<file path="config.mk">
export PLATFORM = sky130hd
export DESIGN_NAME = keypad_emulator
export DESIGN_NICKNAME = d
export VERILOG_FILES = /design/src/rtl/keypad_pkg.sv /design/src/rtl/keypad_emulator_bounce_lfsr.sv /design/src/rtl/keypad_emulator.sv
export SDC_FILE = /design/constraint.sdc
export NUM_CORES = 1
export LEC_CHECK = 0
export CORE_ASPECT_RATIO = 1.2
export CORE_MARGIN = 3
export CORE_UTILIZATION = 55
export CTS_BUF_LIST = sky130_fd_sc_hd__clkbuf_4
export CTS_CLUSTER_SIZE = 40
export DETAILED_ROUTE_END_ITERATION = 7
export HOLD_SLACK_MARGIN = 0.12
export PLACE_DENSITY = 0.77
export SYNTH_ARGS = -nofsm -noshare
export SYNTH_HDL_FRONTEND = slang
export SYNTH_SLANG_ARGS = --single-unit
</file>
<file path="constraint.sdc">
create_clock -name clk -period 4.2 [get_ports clk]
set_input_delay 0.84 -clock clk [delete_from_list [all_inputs] [get_ports clk]]
set_output_delay 0.84 -clock clk [all_outputs]
set_load 0.01 [all_outputs]
</file>
<file path="src/rtl/keypad_pkg.sv">
`default_nettype none
// ============================================================================
// Module   : keypad_pkg
// Purpose  : Shared matrix-keypad geometry for the keypad emulator and the
//            scanner it answers. Both ends import this package so that key
//            numbering and row/column idle levels can never drift apart.
// Contents : matrix size and index widths, idle levels for the row and
//            column lines, key-index to row/column split helpers, and the
//            emulator FSM state encoding.
// Revision : 1.0 - initial release
// ============================================================================
package keypad_pkg;

    // Matrix geometry: 4 rows x 4 columns, key index = row*4 + col.
    localparam int unsigned N_ROWS    = 4;
    localparam int unsigned N_COLS    = 4;
    localparam int unsigned KEY_W     = 4;
    localparam int unsigned ROW_IDX_W = 2;
    localparam int unsigned COL_IDX_W = 2;

    // Both line sets are active-low with pull-ups, so "nothing driven" is all ones.
    localparam logic [N_COLS-1:0] COLS_IDLE = 4'b1111;
    localparam logic [N_ROWS-1:0] ROWS_IDLE = 4'b1111;

    // Emulator FSM encoding. Kept as plain sized constants so older tools and
    // the scanner-side debug logic can decode the state without the enum type.
    localparam int unsigned ST_W = 3;
    typedef logic [ST_W-1:0] kp_state_t;

    localparam kp_state_t ST_IDLE     = 3'd0;
    localparam kp_state_t ST_P_BOUNCE = 3'd1;
    localparam kp_state_t ST_HOLD     = 3'd2;
    localparam kp_state_t ST_R_BOUNCE = 3'd3;
    localparam kp_state_t ST_RELEASE  = 3'd4;

    // Row number of a key: the upper half of the index.
    function automatic logic [ROW_IDX_W-1:0] key_row(input logic [KEY_W-1:0] key);
        return key[KEY_W-1:COL_IDX_W];
    endfunction

    // Column number of a key: the lower half of the index.
    function automatic logic [COL_IDX_W-1:0] key_col(input logic [KEY_W-1:0] key);
        return key[COL_IDX_W-1:0];
    endfunction

endpackage : keypad_pkg
`default_nettype wire

</file>
<file path="src/rtl/keypad_emulator_bounce_lfsr.sv">
`default_nettype none
// ============================================================================
// Module   : bounce_lfsr
// Purpose  : 16-bit Fibonacci LFSR (x^16 + x^14 + x^13 + x^11 + 1) used as the
//            contact-bounce pattern source. It advances only while enabled so
//            the bounce sequence is continuous across presses and is restarted
//            only by reset.
// Ports    : clk   - clock
//            rst   - synchronous active-high reset, loads SEED
//            en_i  - advance one step at the next clock edge
//            bit_o - current bit 0 of the register (the bounce sample)
// Revision : 1.0 - initial release
// ============================================================================
module bounce_lfsr #(
    // Must be nonzero: an all-zero register is the lock-up state.
    parameter logic [15:0] SEED = 16'hACE1
) (
    input  logic clk,
    input  logic rst,
    input  logic en_i,
    output logic bit_o
);

    logic [15:0] lfsr_q;
    logic [15:0] lfsr_d;
    logic        fb;

    // Right-shifting form: taps 16,14,13,11 land on bits 0,2,3,5 and the
    // feedback enters at bit 15.
    always_comb begin
        fb     = lfsr_q[0] ^ lfsr_q[2] ^ lfsr_q[3] ^ lfsr_q[5];
        lfsr_d = lfsr_q;
        if (en_i) begin
            lfsr_d = {fb, lfsr_q[15:1]};
        end
    end

    always_ff @(posedge clk) begin
        if (rst) begin
            lfsr_q <= SEED;
        end else begin
            lfsr_q <= lfsr_d;
        end
    end

    assign bit_o = lfsr_q[0];

endmodule : bounce_lfsr
`default_nettype wire

</file>
<file path="src/rtl/keypad_emulator.sv">
`default_nettype none
// ============================================================================
// Module   : keypad_emulator
// Purpose  : Responder end of a 4x4 active-low matrix keypad. Watches the row
//            lines driven by a scanner and pulls the matching column low while
//            the emulated switch is closed. A press request (key, hold time,
//            bounce enable) plays out as press bounce, stable hold, release
//            bounce and a release cycle.
// Ports    : clk, rst            - clock, synchronous active-high reset
//            req_valid/req_ready - press request handshake
//            req_key             - key index row*4+col
//            req_hold            - stable-contact time in cycles (0 allowed)
//            req_bounce          - 1 = add bounce windows around the hold
//            rows                - active-low rows from the scanner (async)
//            cols                - active-low registered column return
//            busy                - a press is in progress
//            done                - one-cycle pulse when a press has finished
//            contact             - internal switch-closed state
// Revision : 1.0 - initial release
// ============================================================================
module keypad_emulator
    import keypad_pkg::*;
#(
    parameter int unsigned BOUNCE_CYC  = 64,
    parameter int unsigned HOLD_W      = 24,
    parameter int unsigned SYNC_STAGES = 2,
    parameter logic [15:0] LFSR_SEED   = 16'hACE1
) (
    input  logic              clk,
    input  logic              rst,
    input  logic              req_valid,
    output logic              req_ready,
    input  logic [KEY_W-1:0]  req_key,
    input  logic [HOLD_W-1:0] req_hold,
    input  logic              req_bounce,
    input  logic [N_ROWS-1:0] rows,
    output logic [N_COLS-1:0] cols,
    output logic              busy,
    output logic              done,
    output logic              contact
);

    // ------------------------------------------------------------------------
    // Constants
    // ------------------------------------------------------------------------
    // Bounce counter spans 0..BOUNCE_CYC; keep at least one bit when bounce is
    // compiled out so the counter still has a legal width.
    localparam int unsigned BCNT_W = (BOUNCE_CYC > 0) ? $clog2(BOUNCE_CYC + 1) : 1;
    localparam logic [BCNT_W-1:0] BCNT_LAST = (BOUNCE_CYC > 0) ? BCNT_W'(BOUNCE_CYC - 1) : '0;
    localparam logic [BCNT_W-1:0] BCNT_MAX  = '1;
    localparam logic [HOLD_W-1:0] HOLD_MAX  = '1;
    localparam bit                BOUNCE_AVAIL = (BOUNCE_CYC != 0);

    // ------------------------------------------------------------------------
    // Registers
    // ------------------------------------------------------------------------
    logic [N_ROWS-1:0] sync_q [SYNC_STAGES];
    logic [N_ROWS-1:0] rows_s;

    kp_state_t         state_q,    state_d;
    logic [KEY_W-1:0]  key_q,      key_d;
    logic [HOLD_W-1:0] hold_q,     hold_d;
    logic              bounce_q,   bounce_d;
    logic [HOLD_W-1:0] hold_cnt_q, hold_cnt_d;
    logic [BCNT_W-1:0] bcnt_q,     bcnt_d;
    logic              done_q,     done_d;
    logic [N_COLS-1:0] cols_q,     cols_d;

    logic              bounce_req;
    logic              lfsr_en;
    logic              lfsr_bit;
    logic              contact_w;

    // ------------------------------------------------------------------------
    // Row synchronizer: rows come from another board / pin, so treat them as
    // asynchronous. Reset to the pulled-up level so nothing answers at reset.
    // ------------------------------------------------------------------------
    always_ff @(posedge clk) begin
        if (rst) begin
            for (int i = 0; i < SYNC_STAGES; i++) begin
                sync_q[i] <= ROWS_IDLE;
            end
        end else begin
            sync_q[0] <= rows;
            for (int i = 1; i < SYNC_STAGES; i++) begin
                sync_q[i] <= sync_q[i-1];
            end
        end
    end

    assign rows_s = sync_q[SYNC_STAGES-1];

    // ------------------------------------------------------------------------
    // Bounce pattern source
    // ------------------------------------------------------------------------
    bounce_lfsr #(
        .SEED (LFSR_SEED)
    ) u_bounce_lfsr (
        .clk   (clk),
        .rst   (rst),
        .en_i  (lfsr_en),
        .bit_o (lfsr_bit)
    );

    assign lfsr_en = (state_q == ST_P_BOUNCE) || (state_q == ST_R_BOUNCE);

    // A bounce request is meaningless when the window length is zero.
    assign bounce_req = req_bounce && BOUNCE_AVAIL;

    // ------------------------------------------------------------------------
    // Phase sequencing helpers. Zero-length phases are skipped entirely rather
    // than spending a cycle in them.
    // ------------------------------------------------------------------------
    function automatic kp_state_t after_hold(input logic bnc);
        return bnc ? ST_R_BOUNCE : ST_RELEASE;
    endfunction

    function automatic kp_state_t after_press(input logic [HOLD_W-1:0] hold, input logic bnc);
        return (hold == '0) ? after_hold(bnc) : ST_HOLD;
    endfunction

    // ------------------------------------------------------------------------
    // FSM next state
    // ------------------------------------------------------------------------
    always_comb begin
        state_d    = state_q;
        key_d      = key_q;
        hold_d     = hold_q;
        bounce_d   = bounce_q;
        hold_cnt_d = hold_cnt_q;
        bcnt_d     = bcnt_q;
        done_d     = 1'b0;

        case (state_q)
            ST_IDLE: begin
                if (req_valid && req_ready) begin
                    key_d      = req_key;
                    hold_d     = req_hold;
                    bounce_d   = bounce_req;
                    hold_cnt_d = '0;
                    bcnt_d     = '0;
                    state_d    = bounce_req ? ST_P_BOUNCE : after_press(req_hold, bounce_req);
                end
            end

            ST_P_BOUNCE: begin
                if (bcnt_q == BCNT_LAST) begin
                    bcnt_d  = '0;
                    state_d = after_press(hold_q, bounce_q);
                end else begin
                    bcnt_d = (bcnt_q == BCNT_MAX) ? bcnt_q : bcnt_q + BCNT_W'(1);
                end
            end

            ST_HOLD: begin
                // hold_q is nonzero here, so hold_q-1 cannot underflow.
                if (hold_cnt_q == hold_q - HOLD_W'(1)) begin
                    hold_cnt_d = '0;
                    bcnt_d     = '0;
                    state_d    = after_hold(bounce_q);
                end else begin
                    hold_cnt_d = (hold_cnt_q == HOLD_MAX) ? hold_cnt_q : hold_cnt_q + HOLD_W'(1);
                end
            end

            ST_R_BOUNCE: begin
                if (bcnt_q == BCNT_LAST) begin
                    bcnt_d  = '0;
                    state_d = ST_RELEASE;
                end else begin
                    bcnt_d = (bcnt_q == BCNT_MAX) ? bcnt_q : bcnt_q + BCNT_W'(1);
                end
            end

            ST_RELEASE: begin
                // done is registered, so it shows in the first IDLE cycle and
                // holds off the next acceptance for that one cycle.
                done_d  = 1'b1;
                state_d = ST_IDLE;
            end

            default: begin
                state_d = ST_IDLE;
            end
        endcase
    end

    // ------------------------------------------------------------------------
    // Switch state and column return
    // ------------------------------------------------------------------------
    always_comb begin
        contact_w = 1'b0;
        case (state_q)
            ST_HOLD:     contact_w = 1'b1;
            ST_P_BOUNCE: contact_w = lfsr_bit;
            ST_R_BOUNCE: contact_w = lfsr_bit;
            default:     contact_w = 1'b0;
        endcase
    end

    // Only the latched key's own row is consulted: several low rows do not
    // create phantom keys.
    always_comb begin
        cols_d = COLS_IDLE;
        if (contact_w && !rows_s[key_row(key_q)]) begin
            cols_d[key_col(key_q)] = 1'b0;
        end
    end

    // ------------------------------------------------------------------------
    // State registers
    // ------------------------------------------------------------------------
    always_ff @(posedge clk) begin
        if (rst) begin
            state_q    <= ST_IDLE;
            key_q      <= '0;
            hold_q     <= '0;
            bounce_q   <= 1'b0;
            hold_cnt_q <= '0;
            bcnt_q     <= '0;
            done_q     <= 1'b0;
            cols_q     <= COLS_IDLE;
        end else begin
            state_q    <= state_d;
            key_q      <= key_d;
            hold_q     <= hold_d;
            bounce_q   <= bounce_d;
            hold_cnt_q <= hold_cnt_d;
            bcnt_q     <= bcnt_d;
            done_q     <= done_d;
            cols_q     <= cols_d;
        end
    end

    // ------------------------------------------------------------------------
    // Outputs. Ready stays low during the done cycle so back-to-back presses
    // are always separated by the done pulse.
    // ------------------------------------------------------------------------
    assign req_ready = (state_q == ST_IDLE) && !done_q;
    assign busy      = !req_ready;
    assign done      = done_q;
    assign contact   = contact_w;
    assign cols      = cols_q;

endmodule : keypad_emulator
`default_nettype wire

</file>
# Word-level counts from Yosys, hierarchy flattened
# Memories as Yosys holds them, arrays and structs flattened.
# Cells that the tools add are included.
# word_totals
word_cells	85
in_bits	36
reg_bits	84
n_memories	1
ram_bits	8
# memory_table
name	words	word_bits	rd	rd_ports_with_merged_regs	write_ports	line	source
sync_q	2	4	2	0	2	keypad_emulator.sv:57	logic [N_ROWS-1:0] sync_q [SYNC_STAGES];
# op_classes
reduce_logical	19
muxes	29
n_addsub	3
eq_ne	14
bitwise_logic	7
n_lt_le_gt_ge	3
# ops
op	count
24-bit two-way mux	3
24-bit zero test	2
24-bit case mux with 2 select lines	1
7-bit two-way mux	4
24-bit by 1-bit adder with 24-bit output, second input constant	1
24-bit == test	1
24-bit == test, second input constant	1
3-bit two-way mux	8
24-bit by 1-bit subtractor with 24-bit output, second input constant	1
7-bit case mux with 3 select lines	1
3-bit case mux with 4 select lines	1
4-bit two-way mux	2
4-bit AND reduction	2
7-bit by 1-bit adder with 7-bit output, second input constant	1
7-bit by 6-bit == test with 1-bit output, second input constant	1
7-bit == test, second input constant	1
3-bit by 2-bit == test with 1-bit output, second input constant	2
2-bit by 3-bit < comparator with 1-bit output, second input constant	2
1-bit two-way mux	6
3-bit inequality test, second input constant	2
1-bit logical AND	4
2-bit by 1-bit inequality test with 1-bit output, second input constant	2
2-bit inequality test, second input constant	2
4-bit inverter	1
other kinds (17)	23

# Depth between registers and ports, before layout
# depth
depth_word	6
ltp_mapped	12
ltp_nobuf	10

# Hierarchy
# A second synthesis with hierarchy kept.
# hier_totals
hier_cells	613
area_unflattened_um2	4969.8
# modules_own_cells
mod	area_each_um2	cells_per_inst	instances	seq_area_each_um2
keypad_emulator	4370.4	558	1	1521.5
bounce_lfsr	599.3	55	1	320.3

# Least setup slack after synthesis
# OpenSTA, ideal clock, no wires.
# synth_timing
kind	register -> register
start	register hold_q[0]
end	register hold_cnt_q[7]
arrival_ps	3054
stages_incl_launch_ff	12
slack_ps	1076
setup_time_ps	70
required_ps	4130
path_cell_list	dfxtp_1 inv_1 ha_1 or4b_4 or3_1 a221oi_1 a21oi_1 nor4_4 a31oi_4 buf_6 or4_1 a21oi_1
# synth_between
elab_chain_len	4
# synth_rtl
element	line	source
start: declaration	keypad_emulator.sv:62	logic [HOLD_W-1:0] hold_q, hold_d;
start signal: assignment	keypad_emulator.sv:226	hold_q <= hold_d;
24-bit by 1-bit subtractor with 24-bit output *	keypad_emulator.sv:157	if (hold_cnt_q == hold_q - HOLD_W'(1)) begin
24-bit == test *	keypad_emulator.sv:157	
3-bit inequality test (no source line) or 24-bit two-way mux (tied branches)	-	
3-bit AND reduction (no source line) or 24-bit case mux with 2 select lines (tied branches)	-	
end signal: assignment	keypad_emulator.sv:228	hold_cnt_q <= hold_cnt_d;
end: declaration	keypad_emulator.sv:64	logic [HOLD_W-1:0] hold_cnt_q, hold_cnt_d;
# Mark *: on every way between the ends. The rest lies on a longest branch, timed or not.
# A chain may end at the register's enable or synchronous reset.

# Worst setup path in the final report
# layout_timing
start	register hold_q[0]
end	register hold_cnt_q[13]
# The elaborated chain is that of the path after synthesis.

==> summary.txt <==
Status
  • Status: completed

Power
  • Sw Pwr: 1.086 mW
  • Seq pwr share: 0.410
  • Pwr dens: 506.3 nW/um2
  • Pint: 1.642 mW
  • Lkg Pwr: 1.800 nW
  • Clock power share: 0.180
  • Peak VDD IR: 0.3570 mV
  • Comb power frac: 0.411
  • Sw Ratio: 0.3982

Worst setup path
  • Critical path launch point type: register
  • Critical Path AT: 3.95 ns
  • Crit-path cells: inv_1 > ha_1 > or4b_4 > or3_1 > a221oi_1 > a21oi_1 > nor4_4 > a31oi_4 > or4_1 > a21oi_1
  • Slowest CP cell: or4_1
  • Crit. End Element: register
  • Most used cell, CP: a21oi_1
  • RR Endpoint: hold_cnt_q[13]$_SDFFE_PP0P_
  • Max Fanout on Critical Path: 34
  • Crit path required time: 4.60 ns
  • R2R Setup Slk: 0.64 ns
  • CP max stage delay: 0.59 ns
  • Critical register-to-register path startpoint: hold_q[0]$_SDFFE_PP0P_
  • Worst R2R Path Depth: 10
  • Worst setup path class: reg -> reg

Synthesis
  • Most used DFF post-synth: dfxtp_1
  • Synth top cells by count: nand2_1 (111), dfxtp_1 (92), a21oi_1 (68)
  • Most frequent cell after synthesis: nand2_1
  • Synth area leaders: dfxtp_1 (39%), nand2_1 (8.7%), a21oi_1 (7.1%)
  • Mean post-synth cell area: 7.975 um2
  • Post-Syn Instances: 599
  • Cell taking the most area after synthesis: dfxtp_1
  • Synth unique cells: 63
  • Post-synth EDFFs: 0
  • Ys Warns: 0
  • FF+latch count, synth: 92
  • Yosys top cell area share: 0.3855
  • Syn_nets: 638
  • Synthesized area: 4777 um2
  • FFs w/ async S/R, synth: 0
  • Post-synthesis sequential area ratio: 0.3855

Min path
  • Hold path cells: 1
  • Type of the worst min-delay path: reg -> reg
  • Hold path start: sync_q[0][3]$_SDFF_PP1_
  • Hold Path End: sync_q[0][7]$_SDFF_PP1_

Floorplanning
  • Std-Cell Rows: 36
  • Die area: 9844 um2
  • Total I/O pin count: 44
  • Initial Utilization: 0.5764
  • Core Box Area: 8288 um2
  • Die H: 108.1 um
  • Die width: 91.08 um

Cells and area
  • Final #Nets: 664
  • Antenna cells: 0
  • FF+latch area: 1842 um2
  • Layout cells sized above 1: 0.07472
  • Multi-input combinational cell area: 2760 um2
  • Post-route insts no fill: 743
  • Number of fill cells: 751
  • Area growth, synth to finish: 12.81%

STA
  • Clock skew: 0.02815 ns
  • Max Clock Freq: 281.1 MHz
  • Post-layout min period: 3.557 ns
  • Slew @ Worst Pin: 1.213 ns
  • Slew Limit Fails: 0
  • Crit share post-route: 0.8470
  • Rel. slew slack: 0.1893
  • Count of final hold-check violations: 0
  • RSZ-0062 raised after global routing: no
  • Setup Viol. Count Final: 0
  • Setup tns final: 0 ns

Routing
  • First drt pass iteration count: 4
  • Routed WL: 10.98 mm
  • DRC: 0
  • DR vias: 4371
  • Drt via density: 5.883
  • 1st-iter DRT viols: 274
  • ANT nets after route: 0
  • DR WL/cell: 14.78 um

Global route
  • All-Layer GR Usage: 0.2308
  • Vias in the first global route: 4079
  • First-pass GRT wire length: 18.57 mm
  • Largest net degree at the start of global routing: 39
  • Initial antenna violation count: 0
  • Gr ovfl total: 0

Clock tree
  • Post-cts sizing count: 0
  • Hold buffer count at CTS: 0
  • CTS Buf Count: 9
  • Max H-tree Level: 3
  • Longest Clk Path Bufs: 2
  • CTS tree: yes
  • CTS clock-pin slew for the worst setup and hold paths: 0.14 ns
  • Worst-Skew Late Latency: 0.47 ns
  • CTS Root Cell: clkbuf_4
  • Setup bufs post-CTS: 0
  • Clock tree sinks: 92

Placed design
  • DP Wirelength: 7.798 mm
  • PortBufs: 43
  • RePlAce Congestion: 0.8779
  • Post-Place Cells: 728

Run
  • Max Cap Violations: 0
-- flip-flops by register name, indices dropped and copies added (netlist names) --
signal / cells
hold_cnt_q: 24
u_bounce_lfsr.lfsr_q: 16
cols: 4
bcnt_q: 7
hold_q: 24
bounce_q: 1
key_q: 4
state_q: 3
done: 1
sync_q: 8
-- power groups by stage --
| stage | sequential [mW] | clock (mW) | combinational (mW) |
|---|---|---|---|
| floorplan | 1.07 | 0 | 0.881 |
| global placement | 1.13 | 0 | 1.09 |
| detailed placement | 1.14 | 0 | 1.11 |
| CTS | 1.12 | 0.500 | 1.12 |
| global route | 1.14 | 0.532 | 1.24 |
| finish | 1.12 | 0.491 | 1.12 |
-- metrics by stage --
| stage | hold WS, ns | utilization | setup WS [ns] | cell area, um2 | power, mW |
|---|---|---|---|---|---|
| finish | 0.4248 | 0.6502 | 0.6426 | 5389 | 2.729 |
| global placement | 0.3927 | 0.6338 | 0.8064 | 5253 | 2.216 |
| floorplan | 0.3869 | - | 1.076 | 4777 | 1.953 |
| global route | 0.4429 | 0.6502 | 0.4340 | 5389 | 2.912 |
| CTS | 0.4263 | 0.6502 | 0.6724 | 5389 | 2.734 |
| detailed placement | 0.3932 | 0.6338 | 0.6889 | 5253 | 2.249 |
-- cells by family (layout without fill, tap and decap cells) --
family | count (synthesis) | after routing | share of synthesized area
compound gates | 131 | 131 | 0.1682
buf+inv | 44 | 74 | 0.03667
mux | 1 | 1 | 0.004714
xor+xnor | 39 | 39 | 0.07150
flops | 92 | 92 | 0.3855
simple gates | 289 | 289 | 0.3256
fa+ha+maj | 3 | 3 | 0.007858
-- worst max-delay path, delay by kind of cell (launching register included) --
| kind | cells | cell delay, ns |
|---|---|---|
| buffers and inverters | 1 | 0.08 |
| and+or+nand+nor | 4 | 1.90 |
| DFF | 1 | 0.39 |
| adders and majority gates | 1 | 0.25 |
| AOI/OAI and AO/OA | 4 | 0.90 |
-- worst max path at each step --
stage	from	cells after the start	slack, ns	to
detailed placement	hold_q[0]$_SDFFE_PP0P_	10	0.69	hold_cnt_q[15]$_SDFFE_PP0P_
global placement	hold_q[0]$_SDFFE_PP0P_	10	0.81	hold_cnt_q[15]$_SDFFE_PP0P_
floorplan	hold_q[0]$_SDFFE_PP0P_	11	1.08	hold_cnt_q[7]$_SDFFE_PP0P_
finish	hold_q[0]$_SDFFE_PP0P_	10	0.64	hold_cnt_q[13]$_SDFFE_PP0P_
CTS	hold_q[0]$_SDFFE_PP0P_	10	0.67	hold_cnt_q[13]$_SDFFE_PP0P_
global route	hold_q[0]$_SDFFE_PP0P_	10	0.43	hold_cnt_q[13]$_SDFFE_PP0P_
-- per-layer routing --
| layer | vias to the layer above | wire (um) | global-route usage |
|---|---|---|---|
| met1 | 2048 | 5081 | 0.2947 |
| met5 | - | 0 | 0 |
| li1 | 2215 | - | - |
| met4 | 0 | 170 | 0.1056 |
| met2 | 92 | 5218 | 0.3830 |
| met3 | 16 | 510 | 0.03897 |
-- layout make-up --
type                       instances  share of cell area
multi-input combinational        463              0.5122
sequential                        92              0.3418
timing repair buffer              49             0.08730
tap                              114             0.02647
clock buffer                      10             0.01393
clock inverter                     5             0.01138
inverter                          10            0.006965
-- layout by cell type, fill, tap and decap left out, types with 12 or more instances in the layout --
master | netlist | layout
a21oi_1 | 68 | 68
clkdlybuf4s50_1 | 0 | 42
dfxtp_1 | 92 | 92
nand2_1 | 111 | 111
nand3_1 | 17 | 17
nand4_1 | 16 | 16
nor2_1 | 24 | 24
nor3_1 | 12 | 12
nor4_1 | 16 | 16
or2_2 | 12 | 12
or4_1 | 15 | 15
xnor2_1 | 30 | 30
(Power assumes the default switching activity.)
